--- src/rtl/layer_cfg_sched.sv ---
// Layer scheduler: walks a host-written descriptor table once per frame and
// hands each layer's configuration to the guard controller over valid/ready/finish.
`timescale 1ns/1ps
module layer_cfg_sched #(
  parameter int DEPTH = 8,
  parameter int AW    = 3
) (
  input  logic          clk,
  input  logic          rst_n,
  input  logic          cfg_we,
  input  logic [AW-1:0] cfg_addr,
  input  logic [37:0]   cfg_wdata,
  input  logic          start,
  input  logic [AW:0]   num_layers_i,
  input  logic [7:0]    num_frames_i,
  input  logic          abort,
  output logic          busy,
  output logic          done,
  output logic          aborted,
  output logic [AW-1:0] layer_cnt,
  output logic [7:0]    frame_cnt,
  output logic          ctrl_valid,
  input  logic          ctrl_ready,
  input  logic          ctrl_finish,
  output logic [7:0]    w_num_o,
  output logic [7:0]    h_num_o,
  output logic [7:0]    c_num_o,
  output logic [7:0]    co_num_o,
  output logic [3:0]    shift_bias_o,
  output logic          kernel_mode_o,
  output logic          is_diff_o,
  output logic          is_first_o
);

  typedef enum logic [2:0] {S_IDLE, S_LOAD, S_ISSUE, S_WAIT, S_DONE} state_t;

  state_t        state, state_nxt;
  logic [37:0]   desc_mem [DEPTH];
  logic [37:0]   rd_desc;
  logic [AW:0]   num_layers_q;
  logic [7:0]    num_frames_q;
  logic          abort_pending;
  logic          stop_req;
  logic          handshake;
  logic          last_layer;
  logic          last_frame;
  logic          zero_run;

  assign rd_desc    = desc_mem[layer_cnt];
  assign stop_req   = abort || abort_pending;
  assign handshake  = ctrl_valid && ctrl_ready;
  assign last_layer = ({1'b0, layer_cnt} == (num_layers_q - (AW+1)'(1)));
  assign last_frame = (frame_cnt == (num_frames_q - 8'd1));
  assign zero_run   = (num_layers_i == '0) || (num_frames_i == 8'd0);

  // NOTE: the descriptor table has no reset; only control state needs a known value.
  always_ff @(posedge clk) begin
    if (cfg_we && !busy) desc_mem[cfg_addr] <= cfg_wdata;
  end

  // NOTE: sequential state uses non-blocking assignments so every register
  // samples pre-edge values regardless of process ordering.
  always_ff @(posedge clk or negedge rst_n) begin
    if (!rst_n) state <= S_IDLE;
    else        state <= state_nxt;
  end

  // NOTE: state_nxt gets a default first so no path leaves it unassigned (no latch).
  always_comb begin
    state_nxt = state;
    case (state)
      S_IDLE:  if (start) state_nxt = zero_run ? S_DONE : S_LOAD;
      S_LOAD:  state_nxt = stop_req ? S_DONE : S_ISSUE;
      // An accepted handshake wins over a same-cycle abort; the layer then runs out.
      S_ISSUE: if (handshake)     state_nxt = S_WAIT;
               else if (stop_req) state_nxt = S_DONE;
      S_WAIT:  if (ctrl_finish) begin
                 if (stop_req || (last_layer && last_frame)) state_nxt = S_DONE;
                 else                                        state_nxt = S_LOAD;
               end
      S_DONE:  state_nxt = S_IDLE;
      default: state_nxt = S_IDLE;
    endcase
  end

  always_comb begin
    busy       = (state != S_IDLE);
    done       = (state == S_DONE);
    ctrl_valid = (state == S_ISSUE);
  end

  always_ff @(posedge clk or negedge rst_n) begin
    if (!rst_n) begin
      num_layers_q  <= '0;
      num_frames_q  <= '0;
      abort_pending <= 1'b0;
      aborted       <= 1'b0;
      layer_cnt     <= '0;
      frame_cnt     <= '0;
      w_num_o       <= '0;
      h_num_o       <= '0;
      c_num_o       <= '0;
      co_num_o      <= '0;
      shift_bias_o  <= '0;
      kernel_mode_o <= 1'b0;
      is_diff_o     <= 1'b0;
      is_first_o    <= 1'b0;
    end else begin
      if (state == S_IDLE)  abort_pending <= 1'b0;
      else if (abort)       abort_pending <= 1'b1;

      if (state != S_IDLE && state_nxt == S_DONE && stop_req) aborted <= 1'b1;

      case (state)
        S_IDLE: if (start) begin
          num_layers_q <= num_layers_i;
          num_frames_q <= num_frames_i;
          layer_cnt    <= '0;
          frame_cnt    <= '0;
          aborted      <= 1'b0;
        end
        S_LOAD: begin
          w_num_o       <= rd_desc[7:0];
          h_num_o       <= rd_desc[15:8];
          c_num_o       <= rd_desc[23:16];
          co_num_o      <= rd_desc[31:24];
          shift_bias_o  <= rd_desc[35:32];
          kernel_mode_o <= rd_desc[36];
          is_first_o    <= (frame_cnt == 8'd0);
          is_diff_o     <= rd_desc[37] && (frame_cnt != 8'd0);
        end
        S_WAIT: if (ctrl_finish && !stop_req) begin
          if (!last_layer) begin
            layer_cnt <= layer_cnt + AW'(1);
          end else if (!last_frame) begin
            layer_cnt <= '0;
            frame_cnt <= frame_cnt + 8'd1;
          end
        end
        default: ;
      endcase
    end
  end

endmodule

--- config.mk ---
export PLATFORM = sky130hd
export DESIGN_NAME = layer_cfg_sched
export DESIGN_NICKNAME = d
export VERILOG_FILES = /design/src/rtl/layer_cfg_sched.sv
export SDC_FILE = /design/constraint.sdc
export NUM_CORES = 1
export LEC_CHECK = 0
export CAP_MARGIN = 0
export CORE_UTILIZATION = 50
export CTS_CLUSTER_DIAMETER = 30
export DETAILED_ROUTE_END_ITERATION = 8
export PLACE_DENSITY = 0.75
export SETUP_SLACK_MARGIN = 0.15
export SLEW_MARGIN = 5
export SYNTH_ARGS = -nofsm -noshare
export SYNTH_HDL_FRONTEND = slang
export SYNTH_SLANG_ARGS = --single-unit
--- constraint.sdc ---
create_clock -name clk -period 4.9 [get_ports clk]
set_input_delay 0.735 -clock clk [delete_from_list [all_inputs] [get_ports clk]]
set_output_delay 0.735 -clock clk [all_outputs]
set_load 0.02 [all_outputs]
=== Word level (Yosys, flattened, before mapping) ===
Memories as Yosys holds them, arrays and structs flattened.
Index checks and enable logic that the tools add are counted.

* Equal/unequal tests: 12
* Add/subtract/negate cells: 4
* Reductions and logical operators: 23
* Muxes and demuxes: 25

{| class="wikitable"
|+ Operator list
! operator !! number
|-
| 3-bit 2-to-1 mux || 11
|-
| 8-bit 2-to-1 mux || 4
|-
| 8-bit zero test || 2
|-
| 8-bit one-hot mux with 2 select lines || 1
|-
| 3-bit one-hot mux with 4 select lines || 1
|-
| 8-bit by 1-bit adder with 8-bit output (second input constant) || 1
|-
| 8-bit equality test || 1
|-
| 2-bit != test (second input constant) || 4
|-
| 8-bit nonzero test || 1
|-
| 8-bit by 1-bit subtractor with 8-bit output (second input constant) || 1
|-
| 1-bit logical AND || 7
|-
| 1-bit 2-to-1 mux || 7
|-
| 3-bit by 2-bit equality test with 1-bit output (second input constant) || 2
|-
| 3-bit equality test (second input constant) || 2
|-
| 3-bit one-hot mux with 2 select lines || 1
|-
| 5-bit AND reduction || 1
|-
| 3-bit by 4-bit equality test with 1-bit output || 1
|-
| 4-bit zero test || 1
|-
| 4-bit AND reduction || 1
|-
| 2-bit nonzero test || 2
|-
| 4-bit by 1-bit subtractor with 4-bit output (second input constant) || 1
|-
| 3-bit by 1-bit adder with 3-bit output (second input constant) || 1
|-
| 3-bit by 1-bit equality test with 1-bit output (second input constant) || 1
|-
| 3-bit zero test || 1
|-
| other kinds (5) || 8
|}

* Word-level logic and storage cells: 80
* Memories kept: 1
* Output and inout bits: 54
* Input port bits: 60
* Memory bits (writable): 304
* Flip-flop bits (word level): 67

{| class="wikitable"
|+ Memory list
! name !! depth !! bits a word !! read ports !! clocked after Yosys merged registers in !! wr ports !! RTL line !! RTL
|-
| desc_mem || 8 || 38 || 1 || 0 || 1 || 38 || <nowiki>logic [37:0] desc_mem [DEPTH];</nowiki>
|}

=== Depth between registers and ports, before layout ===
* Depth after elaboration: 13
* Depth in mapped cells: 9

=== Least setup slack after synthesis ===
OpenSTA, ideal clock, no wires.

* Path kind: register to register
* From: reg state[1]
* To: mem desc_mem[1][0] (enable)
* Stages on the path, launching flop included: 4
* Required time: 4,419 ps
* Data arrival time: 3,655 ps
* Setup time: 481 ps
* Path slack: 764 ps
* Path through: dfrtp_1 nor3_1 nand3_1 nor3_1

* Longest elaborated chain between the ends: 5

{| class="wikitable"
|+ Ends and longest elaborated chain
! what !! RTL line !! RTL
|-
| start: declaration || 37 || <nowiki>state_t state, state_nxt;</nowiki>
|-
| start signal: assignment || 65 || <nowiki>else state <= state_nxt;</nowiki>
|-
| 3-bit nonzero test || 87 || <nowiki>busy = (state != S_IDLE);</nowiki>
|-
| 1-bit zero test || 58 || <nowiki>if (cfg_we && !busy) desc_mem[cfg_addr] <= cfg_wdata;</nowiki>
|-
| 1-bit logical AND || 58 ||
|-
| 1-bit 2-to-1 mux || 58 ||
|-
| 1-bit 2-to-1 mux (implied by the code) || 58 ||
|-
| end: declaration || 38 ||
|}

Every way passes these cells.

=== Worst setup path after layout ===
* From: reg layer_cnt[2]
* To: out layer_cnt[2]

{| class="wikitable"
|+ RTL lines
! what !! RTL line !! RTL
|-
| start: declaration || 20 || <nowiki>output logic [AW-1:0] layer_cnt,</nowiki>
|-
| start signal: assignment || 134 || <nowiki>layer_cnt <= layer_cnt + AW'(1);</nowiki>
|}

No word-level cell between the ends.

==> metrics.txt <==
outcome=completed; fin area=approximately 19,000 sq um; DR DRC count=0; latest clock arrival within the worst-skew pair=around 570 ps; Syn Inst Count=between 700 and 800; CP Data Arrival Time=2370 ps; Ant. Diodes=0; number of flops mapped to enable cells by yosys=just over 300; Final Hold Viols=0; leakage power total=~6.4 nW; Post-CTS Setup Inserts=0; Worst Hold Class=in2async; worst path bufs/invs=2; Worst Max-Slew Pin Slew=~1200 ps; final design utilization=approximately two thirds; Floorplan Core Area=around 28,000 sq um; clk_skew=32.0 ps; CTS buffer count=70; post-synth top area share=63.0%; # hold bufs at CTS=0; crit-path max cell delay=approximately 770 ps; fmax=approximately 320 MHz; Synth top cells by count=edfxtp_1 (304), mux4_2 (76), dfrtp_1 (67), nor2_1 (53), a21oi_1 (48); pre-CTS setup slack=1760 ps; critical path class=reg2out; vias in the first global route=8,135; asr flop ratio synth=around 18%; die height=172 um; Reg clk slew, reported paths=about 50 ps; DP HPWL=16,900 um; P&R area growth vs syn=28.2%; Pwr Total=10.9 mW; Boundary Pins=114; slowest CP cell=clkdlybuf4s50_1; Max-slew headroom=roughly 22%; largest net degree at the start of global routing=between 60 and 70; vias per cell=around 5.7; startpoint types=register; period utilization=63.3%; Die Width=approximately 170 um; unrepaired setup endpoints after global routing=false; worst reg2reg path depth=4; Max-cap violations=0; share of the yosys chip area belonging to registers=roughly three quarters; cell family with most CP delay=buffers and inverters; Clock Path Buffers=3; Overflow after GRT=0; Resize count post-CTS=0; clk sinks=about 370; crit-path max FO=43; Final Max Tran Viols=0; Cell Chain, Critical Path=buf_4 -> clkdlybuf4s50_1; Main synth FF type=edfxtp_1; dpl cells=~1,200; vias=7,828; Req. time, crit path=about 4200 ps; synth top area cells=edfxtp_1 (63%), mux4_2 (12%), dfrtp_1 (12%); Mapped Nets=around 850; WHS=~340 ps; post-DR wirelength/cell=roughly 23 um; Post-DRT Antenna Nets=0; GPL Wtd Cong=between 0.8 and 0.9; Final Setup Violations=0; first-pass GRT wire length=47,900 um; reg-to-reg startpoint=state[0]$_DFF_PN0_; die area=29,700 sq um; Syn Area/Cell=18.6 sq um; Synth Warn #=0; # port buffers=between 100 and 150; Distinct cells, synth=48; fraction of layout cells with a size suffix above 1=roughly 23%; antenna violations before repair=0; Peak VDD IR=0.392 mV; Synth area leader=edfxtp_1; starting DRC count in detailed routing=slightly above 600; Pwr Density=between 500 and 600 nW/um^2; Yosys reg bits=about 370; Period minus WS final=3100 ps; Rows=between 60 and 70; Starting Density=51.5%; cell with the most instances after synthesis=edfxtp_1; R2R Setup Slk=approximately 1900 ps; placed inst area=between 15,000 and 20,000 sq um; Crit. End Element=primary output; Global Route Usage Sum=around 22%; CTS HTree Levels=3; total negative slack=0 ps; Final nets=roughly 1,000; CTS Root Cell=clkbuf_16; final WL=approximately 31,000 um; RR Endpoint=desc_mem[4][29]$_DFFE_PP_; drt pass-1 iters=5; Mapped Area=roughly 14,000 sq um; non-filler cells, final=approximately 1,400; CTS tree=yes; post-route setup slack=about 1800 ps
[cells in the final DEF, fill, tap and decap left out, types with 4 or more instances in the layout]
master           synthesis  routed
clkinvlp_4               0       4
mux4_2                  76      76
clkdlybuf4s50_1          0     112
xor2_1                   5       5
clkinv_8                 0       4
xnor2_1                  6       6
o31ai_1                  5       5
clkinv_1                 0       7
buf_4                    1      15
dfrtp_1                 67      64
nand2_1                 33      33
o21ai_0                 11      11
clkbuf_16                0      70
nand3b_1                 4       4
inv_1                   12      12
mux2i_1                 39      39
inv_6                    0       8
nand3_1                 10      10
nor2_4                   0       6
ha_1                     5       5
a21oi_1                 48      48
clkbuf_1                25       6
inv_8                    0       6
bufinv_16                0      10
nor4_1                   6       6
or4_1                    5       5
edfxtp_1               304     304
nor3_1                   9       7
clkinv_4                 0       5
nor2_1                  53      47
clkinv_2                 0       5
[flip-flops by register name (all words and copies together) (netlist names)]
| register | cells |
|---|---|
| layer_cnt | 3 |
| co_num_o | 8 |
| abort_pending | 1 |
| desc_mem | 304 |
| kernel_mode_o | 1 |
| w_num_o | 8 |
| h_num_o | 8 |
| frame_cnt | 8 |
| aborted | 1 |
| num_frames_q | 8 |
| is_diff_o | 1 |
| is_first_o | 1 |
| num_layers_q | 4 |
| state | 3 |
| c_num_o | 8 |
| shift_bias_o | 4 |
[kinds of logic after synthesis]
kind of cell,Yosys count,synth area share [%]
AO/OA/AOI/OAI,82,3.50
XOR/XNOR,11,0.664
adder cells (fa/ha/maj),5,0.431
buffers and inverters,53,1.51
flip-flops,371,74.5
multiplexers,117,14.7
AND/OR/NAND/NOR,141,4.71
[power breakdown]
group	switching [mW]	total, mW	internal, mW
clock network	1.69	4.95	3.26
registers	0.239	4.02	3.78
logic	1.09	1.94	0.846
total	3.02	10.9	7.88
[routing by layer]
layer	global-route usage (%)	vias up	routed length (um)
met2	36.3	284	15800
met4	6.16	0	480
li1	-	3445	-
met3	5.65	52	2010
met1	29.9	4047	13100
met5	0	-	0
[layout make-up]
class,count,area (sq um)
Clock buffer,79,1820
Sequential cell,371,10800
Fill cell,1817,9570
Clock inverter,50,658
Multi-Input combinational cell,356,3530
Tap cell,378,473
Timing Repair Buffer,128,1250
Inverter,12,45.0
[how the worst max path moves through the flow]
stage	startpoint	end	slack, ps	cells past startpoint
final	layer_cnt[2]$_DFFE_PN0P_	layer_cnt[2]	1800	2
after global routing	state[0]$_DFF_PN0_	desc_mem[3][30]$_DFFE_PP_	1660	4
after CTS	layer_cnt[0]$_DFFE_PN0P_	layer_cnt[0]	1740	1
after detailed placement	cfg_we	desc_mem[3][35]$_DFFE_PP_	1760	4
after global placement	cfg_we	desc_mem[3][35]$_DFFE_PP_	1800	4
after floorplan	state[1]$_DFF_PN0_	desc_mem[1][0]$_DFFE_PP_	760	3
No activity file was read; power rests on OpenSTA's default activity.
